`config.mk`:
```
export PLATFORM = sky130hd
export DESIGN_NAME = ex_mem_stage
export DESIGN_NICKNAME = d
export VERILOG_FILES = /design/src/rtl/ex_mem_stage.sv
export SDC_FILE = /design/constraint.sdc
export NUM_CORES = 1
export LEC_CHECK = 0
export ABC_AREA = 1
export BUFFER_PORTS_ARGS = -buffer_cell sky130_fd_sc_hd__buf_2
export CORE_MARGIN = 3
export CORE_UTILIZATION = 42
export DETAILED_ROUTE_END_ITERATION = 8
export PLACE_DENSITY = 0.8
export SETUP_SLACK_MARGIN = 0.05
export SYNTH_ARGS = -nofsm -noshare
export SYNTH_HDL_FRONTEND = slang
export SYNTH_SLANG_ARGS = --single-unit
```
`constraint.sdc`:
```
create_clock -name clk -period 1.12 [get_ports clk]
set_input_delay 0.112 -clock clk [delete_from_list [all_inputs] [get_ports clk]]
set_output_delay 0.112 -clock clk [all_outputs]
set_load 0.02 [all_outputs]
```
`src/rtl/ex_mem_stage.sv`:
```
// ex_mem_stage: EX->MEM pipeline register with valid/ready handshake,
// flush, x0-write suppression and a forwarding tap on the head entry.
// Optional 2-entry skid buffer enabled by defining EX_MEM_SKID_EN;
// without it the stage holds one entry and in_ready is combinational.
module ex_mem_stage #(
    parameter int unsigned DATA_W = 32,
    parameter int unsigned ADDR_W = 5,
    parameter int unsigned OP_W   = 4
) (
    input  logic              clk,
    input  logic              rst,
    input  logic              flush,
    input  logic              in_valid,
    output logic              in_ready,
    input  logic [ADDR_W-1:0] in_wd,
    input  logic              in_wreg,
    input  logic [DATA_W-1:0] in_wdata,
    input  logic [OP_W-1:0]   in_mem_op,
    input  logic [DATA_W-1:0] in_mem_addr,
    output logic              out_valid,
    input  logic              out_ready,
    output logic [ADDR_W-1:0] out_wd,
    output logic              out_wreg,
    output logic [DATA_W-1:0] out_wdata,
    output logic [OP_W-1:0]   out_mem_op,
    output logic [DATA_W-1:0] out_mem_addr,
    output logic              fwd_valid,
    output logic [ADDR_W-1:0] fwd_wd,
    output logic [DATA_W-1:0] fwd_wdata,
    output logic [1:0]        occupancy
);

    typedef struct packed {
        logic [ADDR_W-1:0] wd;
        logic              wreg;
        logic [DATA_W-1:0] wdata;
        logic [OP_W-1:0]   mem_op;
        logic [DATA_W-1:0] mem_addr;
    } entry_t;

    entry_t in_entry;
    entry_t head_q, head_d;
    logic   head_vld_q, head_vld_d;
    logic   in_fire, out_fire;

`ifdef EX_MEM_SKID_EN
    entry_t skid_q, skid_d;
    logic   skid_vld_q, skid_vld_d;
    logic   in_ready_q, in_ready_d;
`endif

    // Build the entry to capture; writes to x0 lose their write enable
    always_comb begin
        in_entry.wd       = in_wd;
        in_entry.wreg     = in_wreg && (in_wd != '0);
        in_entry.wdata    = in_wdata;
        in_entry.mem_op   = in_mem_op;
        in_entry.mem_addr = in_mem_addr;
    end

`ifdef EX_MEM_SKID_EN
    assign in_ready  = in_ready_q;
    assign occupancy = {1'b0, head_vld_q} + {1'b0, skid_vld_q};
`else
    assign in_ready  = !head_vld_q || out_ready;
    assign occupancy = {1'b0, head_vld_q};
`endif

    assign in_fire   = in_valid && in_ready;
    assign out_fire  = head_vld_q && out_ready;

    // Next-state: retire head, promote skid, then place the new entry in
    // the first free slot so arrival order is preserved; flush clears all
    always_comb begin
        head_d     = head_q;
        head_vld_d = head_vld_q;
`ifdef EX_MEM_SKID_EN
        skid_d     = skid_q;
        skid_vld_d = skid_vld_q;
`endif
        if (out_fire) begin
            head_vld_d = 1'b0;
        end
`ifdef EX_MEM_SKID_EN
        if (out_fire && skid_vld_q) begin
            head_d     = skid_q;
            head_vld_d = 1'b1;
            skid_vld_d = 1'b0;
        end
`endif
        if (in_fire) begin
            if (!head_vld_d) begin
                head_d     = in_entry;
                head_vld_d = 1'b1;
            end
`ifdef EX_MEM_SKID_EN
            else begin
                skid_d     = in_entry;
                skid_vld_d = 1'b1;
            end
`endif
        end
        // Flush keeps the last head data visible but drops every valid bit
        if (flush) begin
            head_d     = head_q;
            head_vld_d = 1'b0;
`ifdef EX_MEM_SKID_EN
            skid_d     = skid_q;
            skid_vld_d = 1'b0;
`endif
        end
`ifdef EX_MEM_SKID_EN
        in_ready_d = !skid_vld_d;
`endif
    end

    // State registers with synchronous reset dominating everything else
    always_ff @(posedge clk) begin
        if (rst) begin
            head_q     <= '0;
            head_vld_q <= 1'b0;
`ifdef EX_MEM_SKID_EN
            skid_q     <= '0;
            skid_vld_q <= 1'b0;
            in_ready_q <= 1'b1;
`endif
        end else begin
            head_q     <= head_d;
            head_vld_q <= head_vld_d;
`ifdef EX_MEM_SKID_EN
            skid_q     <= skid_d;
            skid_vld_q <= skid_vld_d;
            in_ready_q <= in_ready_d;
`endif
        end
    end

    assign out_valid    = head_vld_q;
    assign out_wd       = head_q.wd;
    assign out_wreg     = head_q.wreg;
    assign out_wdata    = head_q.wdata;
    assign out_mem_op   = head_q.mem_op;
    assign out_mem_addr = head_q.mem_addr;

    // Loads are excluded: their data is not known until MEM completes
    assign fwd_valid = head_vld_q && head_q.wreg && (head_q.mem_op == '0);
    assign fwd_wd    = head_q.wd;
    assign fwd_wdata = head_q.wdata;

endmodule
```
-- Yosys cells after proc, flatten, opt, wreduce, memory -nomap -nowiden
Index checks and enable logic that the tools add are counted.
- flip-flop bits (word level): 75
- input port bits: 79
- output and inout port bits: 116
- logic and storage cells: 21
- mux-type cells: 2
- bitwise operators: 2
- reductions and logical operators: 11
- operator list (cell ; number):
    logical AND 1 bit ; 5
    nonzero test 5 bit ; 1
    logical NOT 4 bit ; 1
    AND reduction 3 bit ; 1
    two-way mux 1 bit ; 2
    NOT 1 bit ; 2
    OR reduction 2 bit ; 1
    logical NOT 1 bit ; 1
    logical OR 1 bit ; 1

-- Depth between registers and ports, before layout
Gate-level depths: netlist (run 1).
- word-level depth: 4
- mapped depth: 8
- mapped depth without buffers: 6

-- Least setup slack after synthesis (run 1)
Ideal clock, no wire load.
- path type: register -> register
- from: reg head_vld_q (netlist: out_valid)
- to: reg head_q, in the netlist fwd_wdata[11]
- library setup time: 0.116 ns
- arrival time: 1.178 ns
- slack: -0.173 ns
- cell stages (with the launch flop): 8
- buffers on the path: 2
- period minus slack after synthesis: 1.293 ns
- path through: dfxtp_1 -> nand2_2 -> nand2_2 -> inv_2 -> buf_6 -> buf_6 -> nor2_1 -> nor2_1
- word-level cells in the longest chain between the ends: 4
- elaborated cells between the ends (all ways): 7
- classes of those cells: 1 x mux; 1 x bitwise; 5 x reduce/logical
- ends and longest elaborated chain (element ; line ; RTL):
    from (decl) ; 43 ; logic head_vld_q, head_vld_d;
    from (signal assigned) ; 129 ; head_vld_q <= head_vld_d;
    logical NOT 1 bit ; 65 ; assign in_ready = !head_vld_q || out_ready;
    logical OR 1 bit ; 65 ;
    named net in_ready ; 14 ; output logic in_ready,
    logical AND 1 bit ; 69 ; assign in_fire = in_valid && in_ready;
    AND reduction 3 bit (no source line) ; n/a ;
    to (signal assigned) ; 120 ; head_q <= '0;
    to (signal assigned) ; 128 ; head_q <= head_d;
    to (decl) ; 42 ; entry_t head_q, head_d;
The timed path passes the listed nets, and every way through them passes these cells.
A chain may end at the register's enable or synchronous reset.

-- Worst setup path in the final report (run 1)
- from: reg head_q, in the netlist out_mem_op[0]
- to: out fwd_valid
- word-level cells in the longest chain between the ends: 2
- ends and longest elaborated chain (element ; line ; RTL):
    logical NOT 4 bit ; 146 ; assign fwd_valid = head_vld_q && head_q.wreg && (head_q.mem_op == '0);
    logical AND 1 bit ; 146 ;
    to (decl) ; 27 ; output logic fwd_valid,
No other way between the ends.

==> results.cfg, run 1 <==
[worst_setup_path]
slowest_stage = sky130_fd_sc_hd__dfxtp_2
cp_slowest_stage_delay_ns = 0.33
crit_path_max_fanout = 3
critical_path.startpoint_type = flop
cp.required_ns = 1.01
reg2reg_from = out_valid
criticalPathCategory = reg2out
path_cells = nor2_1, nand3b_1, nor3_2, buf_4
worstPathArrival_ns = 1.17
startpoint = out_mem_op[0]
worstSetupEndpointType = primary output

[routing]
drt_first_pass_iters = 5
vias = 3150
drt_first_iter_violations = 105
drt_drc_violations_left = 0
ant_nets = 0
wirelength_per_cell_um = 14.8
route.final.wire_length_mm = 9.72
detail_route.vias_per_cell = 4.79

[clock_network]
clock_latency_ns = 0.33
cts_tree = yes
cts_inserted_buffers = 9
cts.htree.levels = 3
clk_pin_slew_worst_paths_ns = 0.08
cts_root_buffer = sky130_fd_sc_hd__clkbuf_8
clock-sinks = 75
cts_max_path_buffers = 2

[floorplanning]
die_footprint_sq_um = 8130
top_level_ports = 195
die_h_um = 90.2
die-width_um = 90.2
floorplan.initialDensity = 0.436
fp.coreArea_sq_um = 6830
num_rows = 30

[yosys]
yosysTopAreaCellShare = 0.504
synth.lib_cells_used.distinct = 19
synth.net_count = 456
synth_seq_cells = 75
synth_top_cells_by_area = sky130_fd_sc_hd__dfxtp_1 (50%), sky130_fd_sc_hd__nor2_1 (19%), sky130_fd_sc_hd__buf_4 (10%)
netlist_instances = 377
yosys_warnings = 0
avgSynthCellArea_sq_um = 7.90
syn-cell-area_sq_um = 2980
sequential_share_of_the_synthesized_area = 0.504
synth_top_cell_by_area = sky130_fd_sc_hd__dfxtp_1

[placement]
dpl_worst_slack_ns = 0.0360
post-place-cells = 611
place.port_buffers = 193
placedInstanceArea_sq_um = 3760
gp_congestion = 0.800
detailed_place_hpwl_mm = 5.71

[outcome]
violations_in_the_final_reports = setup timing
outcome = complete, but fails checks

[global_route]
groute.usage.overall = 0.193
grt.overflow.total = 0
initial_antenna_violation_count = 0
grt_start_max_net_pins = 41
grt_pass1_vias = 2751
grt_pass1_wl_mm = 12.9

[layout]
diodes = 0
stdcell_area_sq_um = 4930
end_of_flow_core_utilization = 0.722
num-nets-final = 635
final_layout_size_suffix_gt1_frac = 0.604
final_cell_count_no_fill = 657
synthToLayoutAreaGrowth_pct = 65.7

[timing]
layout_worst_path_cycle_share = 1.14
period_needed_ns = 1.28
worst_hold_slack_ns = 0.00990
final-setup-viol-count = 76
postLayoutSetupSlackWorst_ns = -0.160
slew_violations = 0
fin_worst_skew_ns = 0.00712
hold_viol = 0
grt_setup_unrepaired = true
fin_tns_setup_ns = -4.35
max_clock_freq_ghz = 0.781

[power_and_ir_drop]
cellPowerDensity_nw_per_um2 = 1460
share_comb_of_total_power = 0.228
post_route_total_power_mw = 7.18
leakage_dissipation_nw = 2.43
power.share.sequential = 0.417
netSwitchingPower_mw = 2.06
switching_share = 0.287
internal_power_mw = 5.12
vdd.ir_drop.worst_v = 0.000705
pwr-share-clk = 0.355

[run]
max-cap-violations = 0

[worst_hold_path]
hp-start = in_wdata[28]
holdCritPathClass = in2reg
==> power by group through the flow <==
stage | clock network (mW) | logic, mW | registers (mW)
final | 2.55 | 1.64 | 2.99
after global routing | 2.73 | 1.75 | 3.02
after CTS | 2.60 | 1.27 | 2.96
after detailed placement | 0 | 1.23 | 3.02
after global placement | 0 | 1.22 | 3.01
after floorplan | 0 | 0.639 | 3.24
==> layer usage <==
metal / up-vias / global-route usage / routed length (um)
li1: 1521 / - / -
met1: 1472 / 0.213 / 3810
met2: 149 / 0.335 / 5040
met3: 8 / 0.0778 / 737
met4: 0 / 0.0689 / 126
met5: - / 0 / 0
==> layout by cell type, fill, tap and decap left out, types with 3 or more instances in the layout <==
cell type / n
sky130_fd_sc_hd__nor2_4: 12
sky130_fd_sc_hd__dfxtp_1: 71
sky130_fd_sc_hd__nor2_2: 34
sky130_fd_sc_hd__dlygate4sd3_1: 10
sky130_fd_sc_hd__o21ai_2: 44
sky130_fd_sc_hd__nor2_1: 104
sky130_fd_sc_hd__clkbuf_8: 12
sky130_fd_sc_hd__buf_4: 3
sky130_fd_sc_hd__clkbuf_16: 12
sky130_fd_sc_hd__buf_2: 191
sky130_fd_sc_hd__dfxtp_2: 3
sky130_fd_sc_hd__inv_1: 3
sky130_fd_sc_hd__buf_6: 4
sky130_fd_sc_hd__o21ai_1: 27
sky130_fd_sc_hd__nand2_8: 3
sky130_fd_sc_hd__buf_12: 9
==> critical path, delay by kind of cell (launching register included) <==
kind          cells  cell delay [ns]
buf+inv           1             0.17
flops             1             0.33
simple gates      3             0.34
==> layout make-up <==
class                   instances  area (sq um)
inverters                       5          38.8
clock buffers                  13           190
well taps                      96           120
clock inverters                 3          65.1
flip-flops and latches         75          1510
repair buffers                229          1610
multi-input cells             235          1390
repair inverters                1          11.3
fillers                       552          1900
==> cell families (layout without fill, tap and decap cells) <==
family / Yosys count / in the layout / synth area share
AO/OA/AOI/OAI: 75 / 75 / 0.127
AND/OR/NAND/NOR: 158 / 159 / 0.205
other: 1 / 1 / 0.00126
buffers and inverters: 68 / 251 / 0.163
flip-flops: 75 / 75 / 0.504
==> state kept, by name (all words and copies together), names as in the netlist <==
register / count
fwd_wd: 5
out_mem_op: 4
out_wreg: 1
fwd_wdata: 32
out_valid: 1
out_mem_addr: 32
==> what timing repair did <==
item / in CTS / in global routing
endpoints found under the setup margin: 14 / 47
resized for setup: 9 / 161
setup buffers: 0 / 3
hold buffers: 4 / 6
hold endpoints to repair: 3 / 6
gates cloned: 1 / 16
pin swaps: 0 / 32
==> cells in the mapped netlist <==
| cell type | n |
|---|---|
| sky130_fd_sc_hd__o21ai_0 | 57 |
| sky130_fd_sc_hd__buf_4 | 41 |
| sky130_fd_sc_hd__nand2_2 | 2 |
| sky130_fd_sc_hd__clkbuf_1 | 8 |
| sky130_fd_sc_hd__clkbuf_4 | 3 |
| sky130_fd_sc_hd__nand3b_1 | 2 |
| sky130_fd_sc_hd__a211oi_1 | 1 |
| sky130_fd_sc_hd__nand2_1 | 3 |
| sky130_fd_sc_hd__buf_2 | 3 |
| sky130_fd_sc_hd__nor2_2 | 1 |
| sky130_fd_sc_hd__inv_1 | 4 |
| sky130_fd_sc_hd__conb_1 | 1 |
| sky130_fd_sc_hd__buf_6 | 8 |
| sky130_fd_sc_hd__o21ai_1 | 16 |
| sky130_fd_sc_hd__inv_2 | 1 |
| sky130_fd_sc_hd__nor2_1 | 149 |
| sky130_fd_sc_hd__nor3_1 | 1 |
| sky130_fd_sc_hd__a21oi_1 | 1 |
| sky130_fd_sc_hd__dfxtp_1 | 75 |
==> final timing paths <==
check | end | slack (ns) | depth (start not counted)
setup / recovery | fwd_valid | -0.16 | 4
hold reg to reg | out_mem_addr[24] | 0.47 | 2
hold / removal | fwd_wdata[28] | 0.01 | 3
setup reg to reg | out_mem_op[3] | -0.10 | 6
No activity file was read; power rests on OpenSTA's default activity.
==> inputs of run 2 (changes only) <==
--- a/config.mk
+++ b/config.mk
@@ -7,6 +7,7 @@
 export LEC_CHECK = 0
 export ABC_AREA = 1
 export BUFFER_PORTS_ARGS = -buffer_cell sky130_fd_sc_hd__buf_2
+export CORE_ASPECT_RATIO = 1.25
 export CORE_MARGIN = 3
 export CORE_UTILIZATION = 42
 export DETAILED_ROUTE_END_ITERATION = 8
==> run 2 against run 1 <==
Compared with the run above: the flow finishes with violations (hold timing, setup timing); die area hardly changed; register-to-register slack worse by 0.07 ns; sequential share of layout area fell by 2.3 points; clock skew up 0.0033 ns; first-iteration DRC count decreased by 11%; hold slack worse by 0.020 ns; via count grew 4.6%.
==> results.cfg, run 2 (synthesized netlist as in run 1, its figures left out) <==
[routing]
route.final.wire_length_mm = 11.5
detail_route.vias_per_cell = 5.04
wirelength_per_cell_um = 17.7
drt_drc_violations_left = 0
drt_first_pass_iters = 4
drt_first_iter_violations = 93
vias = 3294
ant_nets = 0

[layout]
final_cell_count_no_fill = 653
synthToLayoutAreaGrowth_pct = 79.2
multiInputGateArea_sq_um = 1680
diodes = 0
mostFrequentLayoutCells = sky130_fd_sc_hd__buf_2 (188), sky130_fd_sc_hd__nor2_1 (80), sky130_fd_sc_hd__dfxtp_1 (71)
num-nets-final = 640
most_common_library_cell_in_the_layout_ignoring_fill_and_taps = sky130_fd_sc_hd__buf_2
area_occupied_by_registers_sq_um = 1510
final_layout_size_suffix_gt1_frac = 0.650
num-fill-cells = 415

[clock_network]
clk_pin_slew_worst_paths_ns = 0.08
cts_tree = yes
clock-sinks = 75
cts_max_path_buffers = 2
cts_inserted_buffers = 9
cts_root_buffer = sky130_fd_sc_hd__clkbuf_8
clock_latency_ns = 0.35
cts.htree.levels = 3

[power_and_ir_drop]
cellPowerDensity_nw_per_um2 = 1360
leakage_dissipation_nw = 2.56
vdd.ir_drop.worst_v = 0.00114

[timing]
max_clock_freq_ghz = 0.765
worst_hold_slack_ns = -0.0104
slew_violations = 0
final-setup-viol-count = 76
period_needed_ns = 1.31
layout_worst_path_cycle_share = 1.17
max-slew-margin-rel = 0.549
fin_worst_skew_ns = 0.0105
grt_setup_unrepaired = true
hold_viol = 2
postLayoutSetupSlackWorst_ns = -0.187
pin_slew_with_the_least_headroom_to_its_limit_ns = 0.675

[worst_hold_path]
hold_path_end = out_mem_addr[31]
holdCritPathClass = in2reg
hp-start = in_mem_addr[31]
hold-path-cell-count = 3

[placement]
dpl_worst_slack_ns = 0.0602
detailed_place_hpwl_mm = 5.68
post-place-cells = 600
gp_congestion = 0.749
place.port_buffers = 193

[worst_setup_path]
critical_path.startpoint_type = flop
worstSetupEndpointType = primary output
worstPathArrival_ns = 1.20
critical_path.reg2reg.endpoint = out_mem_addr[5]
path_cells = nand3b_1, nor3_2, buf_4
critPathBufInv = 1
timing.critical_path.max_delay_family = flip-flops
reg2reg_slack_ns = -0.17
reg2reg_from = out_valid
crit_path_max_fanout = 3
slowest_stage = sky130_fd_sc_hd__dfxtp_1
cp_slowest_stage_delay_ns = 0.36
cp.required_ns = 1.01
criticalPathCategory = reg2out
worstRegToRegCells = 7

[floorplanning]
die_footprint_sq_um = 8140
top_level_ports = 195
num_rows = 33
floorplan.initialDensity = 0.442
die_h_um = 100
die-width_um = 81.3
fp.coreArea_sq_um = 6730

[outcome]
violations_in_the_final_reports = hold timing, setup timing
outcome = complete, but fails checks

[run]
max-cap-violations = 0

[global_route]
grt_start_max_net_pins = 52
grt.overflow.total = 0
grt_pass1_wl_mm = 11.8
groute.usage.overall = 0.188
initial_antenna_violation_count = 0
grt_pass1_vias = 2596
run 2: cell count changes in the layout (fill, tap and decap cells not counted), moves of 2 or more:
cell,previous run,this run
sky130_fd_sc_hd__buf_2,191,188
sky130_fd_sc_hd__clkbuf_16,12,15
sky130_fd_sc_hd__o21ai_4,0,4
sky130_fd_sc_hd__dlygate4sd3_1,10,8
sky130_fd_sc_hd__nor2_4,12,46
sky130_fd_sc_hd__o21ai_2,44,40
sky130_fd_sc_hd__nor2_2,34,24
sky130_fd_sc_hd__nor2_1,104,80
run 2: how the worst max path moves through the flow:
stage | endpoint | slack (ns) | startpoint | cells past startpoint
after floorplan | fwd_wdata[0] | 0.02 | out_valid | 6
after global placement | out_mem_addr[9] | 0.11 | out_valid | 5
after detailed placement | out_mem_op[3] | 0.06 | out_valid | 6
after CTS | fwd_valid | -0.18 | out_mem_op[0] | 4
after global routing | fwd_valid | -0.28 | out_mem_op[0] | 4
final | fwd_valid | -0.19 | out_mem_op[2] | 3
run 2: what timing repair did:
action,in CTS,in global routing
endpoints found under the setup margin,4,76
cloned,1,25
buffers inserted,0,2
hold buffers,8,1
pin swaps,0,36
resized for setup,4,242
endpoints found under the hold margin,7,1
run 2: metal layers:
layer	vias up	share of wire	wire length [um]	GRT usage
met5	-	0	0	0
met4	0	0.026	295	0.0754
met3	29	0.072	826	0.0548
met2	177	0.55	6390	0.346
met1	1551	0.35	4020	0.194
li1	1537	-	-	-
run 2: final cells by class:
cell class | count | share of cell area
repair buffers | 233 | 0.330
multi-input cells | 236 | 0.314
flip-flops and latches | 75 | 0.283
clock buffers | 12 | 0.0291
well taps | 87 | 0.0204
clock inverters | 4 | 0.0136
inverters | 5 | 0.00727
repair inverters | 1 | 0.00305
run 2: metrics by stage:
step,utilization,cell area [sq um],power (mW),TNS (ns)
2_1_floorplan,-,3000,3.88,0
3_3_place_gp,0.552,3710,4.21,0
3_5_place_dp,0.552,3710,4.24,0
4_1_cts,0.602,4050,6.62,-0.178
5_1_grt,0.793,5330,7.57,-11.16
6_report,0.793,5330,7.27,-7.81
run 2: report_power, final:
part	leakage, nW	switching, mW	total [mW]	internal, mW
clock network	0.113	1.00	2.38	1.37
registers	0.620	0.185	3.04	2.85
logic	1.83	1.04	1.86	0.816
run 2: worst register-to-register path: stages (launching register included):
cell                        delay (ns)
sky130_fd_sc_hd__dfxtp_4          0.37
sky130_fd_sc_hd__buf_12           0.12
sky130_fd_sc_hd__nand2_8          0.10
sky130_fd_sc_hd__nand2_8          0.13
sky130_fd_sc_hd__inv_16           0.15
sky130_fd_sc_hd__clkbuf_16        0.20
sky130_fd_sc_hd__nor2_4           0.04
sky130_fd_sc_hd__nor2_1           0.11
==> inputs of run 3 (changes only) <==
--- a/config.mk
+++ b/config.mk
@@ -11,7 +11,8 @@
 export CORE_MARGIN = 3
 export CORE_UTILIZATION = 42
 export DETAILED_ROUTE_END_ITERATION = 8
-export PLACE_DENSITY = 0.8
+export GPL_ROUTABILITY_DRIVEN = 0
+export PLACE_DENSITY_LB_ADDON = 0.15
 export SETUP_SLACK_MARGIN = 0.05
 export SYNTH_ARGS = -nofsm -noshare
 export SYNTH_HDL_FRONTEND = slang
==> run 3 against run 2 <==
Compared with the run above: the flow still finishes with violations (hold timing, setup timing); sequential cell count is the same; design area shrank 6.3%; routed wire length shrank 11%; critical endpoint unchanged.
==> results.cfg, run 3 (synthesized netlist as in run 1, its figures left out) <==
[timing]
max_clock_freq_ghz = 0.787
slew_violations = 0
grt_setup_unrepaired = true
fin_tns_setup_ns = -1.55
final-setup-viol-count = 59
fin_worst_skew_ns = 0.0106
worst_hold_slack_ns = -0.00196
layout_worst_path_cycle_share = 1.13
hold_viol = 2
postLayoutSetupSlackWorst_ns = -0.150
period_needed_ns = 1.27

[routing]
detail_route.vias_per_cell = 4.84
vias = 3128
drt_first_iter_violations = 105
route.final.wire_length_mm = 10.2
drt_first_pass_iters = 4
ant_nets = 0
wirelength_per_cell_um = 15.9
drt_drc_violations_left = 0

[floorplanning]
num_rows = 33
top_level_ports = 195
fp.coreArea_sq_um = 6730
die_footprint_sq_um = 8140
die-width_um = 81.3
die_h_um = 100
floorplan.initialDensity = 0.442

[global_route]
initial_antenna_violation_count = 0
groute.usage.overall = 0.185
grt_pass1_vias = 2563
grt_pass1_wl_mm = 11.6
grt.overflow.total = 0
grt_start_max_net_pins = 52

[placement]
detailed_place_hpwl_mm = 5.55
post-place-cells = 601
placedInstanceArea_sq_um = 3710
dpl_worst_slack_ns = 0.0669
place.port_buffers = 193

[layout]
num-fill-cells = 538
end_of_flow_core_utilization = 0.742
final_cell_count_no_fill = 646
multiInputGateArea_sq_um = 1520
diodes = 0
mostFrequentLayoutCells = sky130_fd_sc_hd__buf_2 (190), sky130_fd_sc_hd__nor2_1 (74), sky130_fd_sc_hd__dfxtp_1 (72)
stdcell_area_sq_um = 5000
final_layout_size_suffix_gt1_frac = 0.606
synthToLayoutAreaGrowth_pct = 67.8
most_common_library_cell_in_the_layout_ignoring_fill_and_taps = sky130_fd_sc_hd__buf_2
area_occupied_by_registers_sq_um = 1510
num-nets-final = 633

[clock_network]
cts_inserted_buffers = 9
cts.htree.levels = 3
clk_pin_slew_worst_paths_ns = 0.08
cts_root_buffer = sky130_fd_sc_hd__clkbuf_8
clock_latency_ns = 0.34
clock-sinks = 75
cts_tree = yes
cts_max_path_buffers = 2

[worst_setup_path]
path_cells = nor2_2, nand3b_1, nor3_2, buf_4
worstPathArrival_ns = 1.16
slowest_stage = sky130_fd_sc_hd__dfxtp_2
criticalPathCategory = reg2out
critical_path.startpoint_type = flop
crit_path_max_fanout = 3
cp.required_ns = 1.01
worstSetupEndpointType = primary output
cp_slowest_stage_delay_ns = 0.34

[power_and_ir_drop]
share_comb_of_total_power = 0.258
leakage_dissipation_nw = 2.43
pwr-share-clk = 0.283
cellPowerDensity_nw_per_um2 = 1320
vdd.ir_drop.worst_v = 0.00111
netSwitchingPower_mw = 2.13
post_route_total_power_mw = 6.60
internal_power_mw = 4.47
switching_share = 0.323
power.share.sequential = 0.459

[run]
max-cap-violations = 0

[outcome]
violations_in_the_final_reports = hold timing, setup timing
outcome = complete, but fails checks

[worst_hold_path]
holdCritPathClass = in2reg
-- run 3: worst paths after layout --
| path | startpoint | to | slack, ns | depth (start not counted) |
|---|---|---|---|---|
| worst max-delay path | out_mem_op[0] | fwd_valid | -0.15 | 4 |
| worst min-delay path | in_wdata[4] | fwd_wdata[4] | -0.002 | 3 |
| worst min register to register | out_mem_addr[23] | out_mem_addr[23] | 0.49 | 2 |
| worst max register to register | out_valid | fwd_wdata[3] | -0.07 | 6 |
-- run 3: routing by layer --
| metal | GRT usage | part of all wire | wire length [um] | up-vias |
|---|---|---|---|---|
| li1 | - | - | - | 1516 |
| met1 | 0.195 | 0.35 | 3610 | 1463 |
| met2 | 0.331 | 0.56 | 5690 | 130 |
| met3 | 0.0413 | 0.069 | 711 | 19 |
| met4 | 0.101 | 0.023 | 232 | 0 |
| met5 | 0 | 0 | 0 | - |
-- run 3: what timing repair did --
item / CTS / global route
setup endpoints to repair: 6 / 76
cloned: 1 / 19
pin swaps: 0 / 11
hold endpoints to repair: 4 / 0
hold buffers: 5 / 0
buffers inserted: 0 / 4
resized for setup: 4 / 186
-- run 3: area by class of cell --
| cell class | count | area share |
|---|---|---|
| Timing Repair Buffer | 227 | 0.326 |
| Multi-Input combinational cell | 235 | 0.305 |
| Clock buffer | 11 | 0.0283 |
| Clock inverter | 5 | 0.00776 |
| Sequential cell | 75 | 0.302 |
| Timing Repair inverter | 1 | 0.00225 |
| Inverter | 5 | 0.00701 |
| Tap cell | 87 | 0.0218 |
-- run 3: power by group through the flow --
stage               clock, mW  sequential, mW  combinational [mW]
floorplan                   0            3.24               0.639
finish                   1.87            3.03                1.70
detailed placement          0            3.02                1.21
global placement            0            3.01                1.21
global route             2.03            3.05                1.82
CTS                      1.91            2.96                1.25
-- run 3: critical path, delay by kind of cell, from the launching register on --
| family | cells | cell delay (ns) |
|---|---|---|
| AND/OR/NAND/NOR | 3 | 0.32 |
| buffers and inverters | 1 | 0.16 |
| flip-flops | 1 | 0.34 |
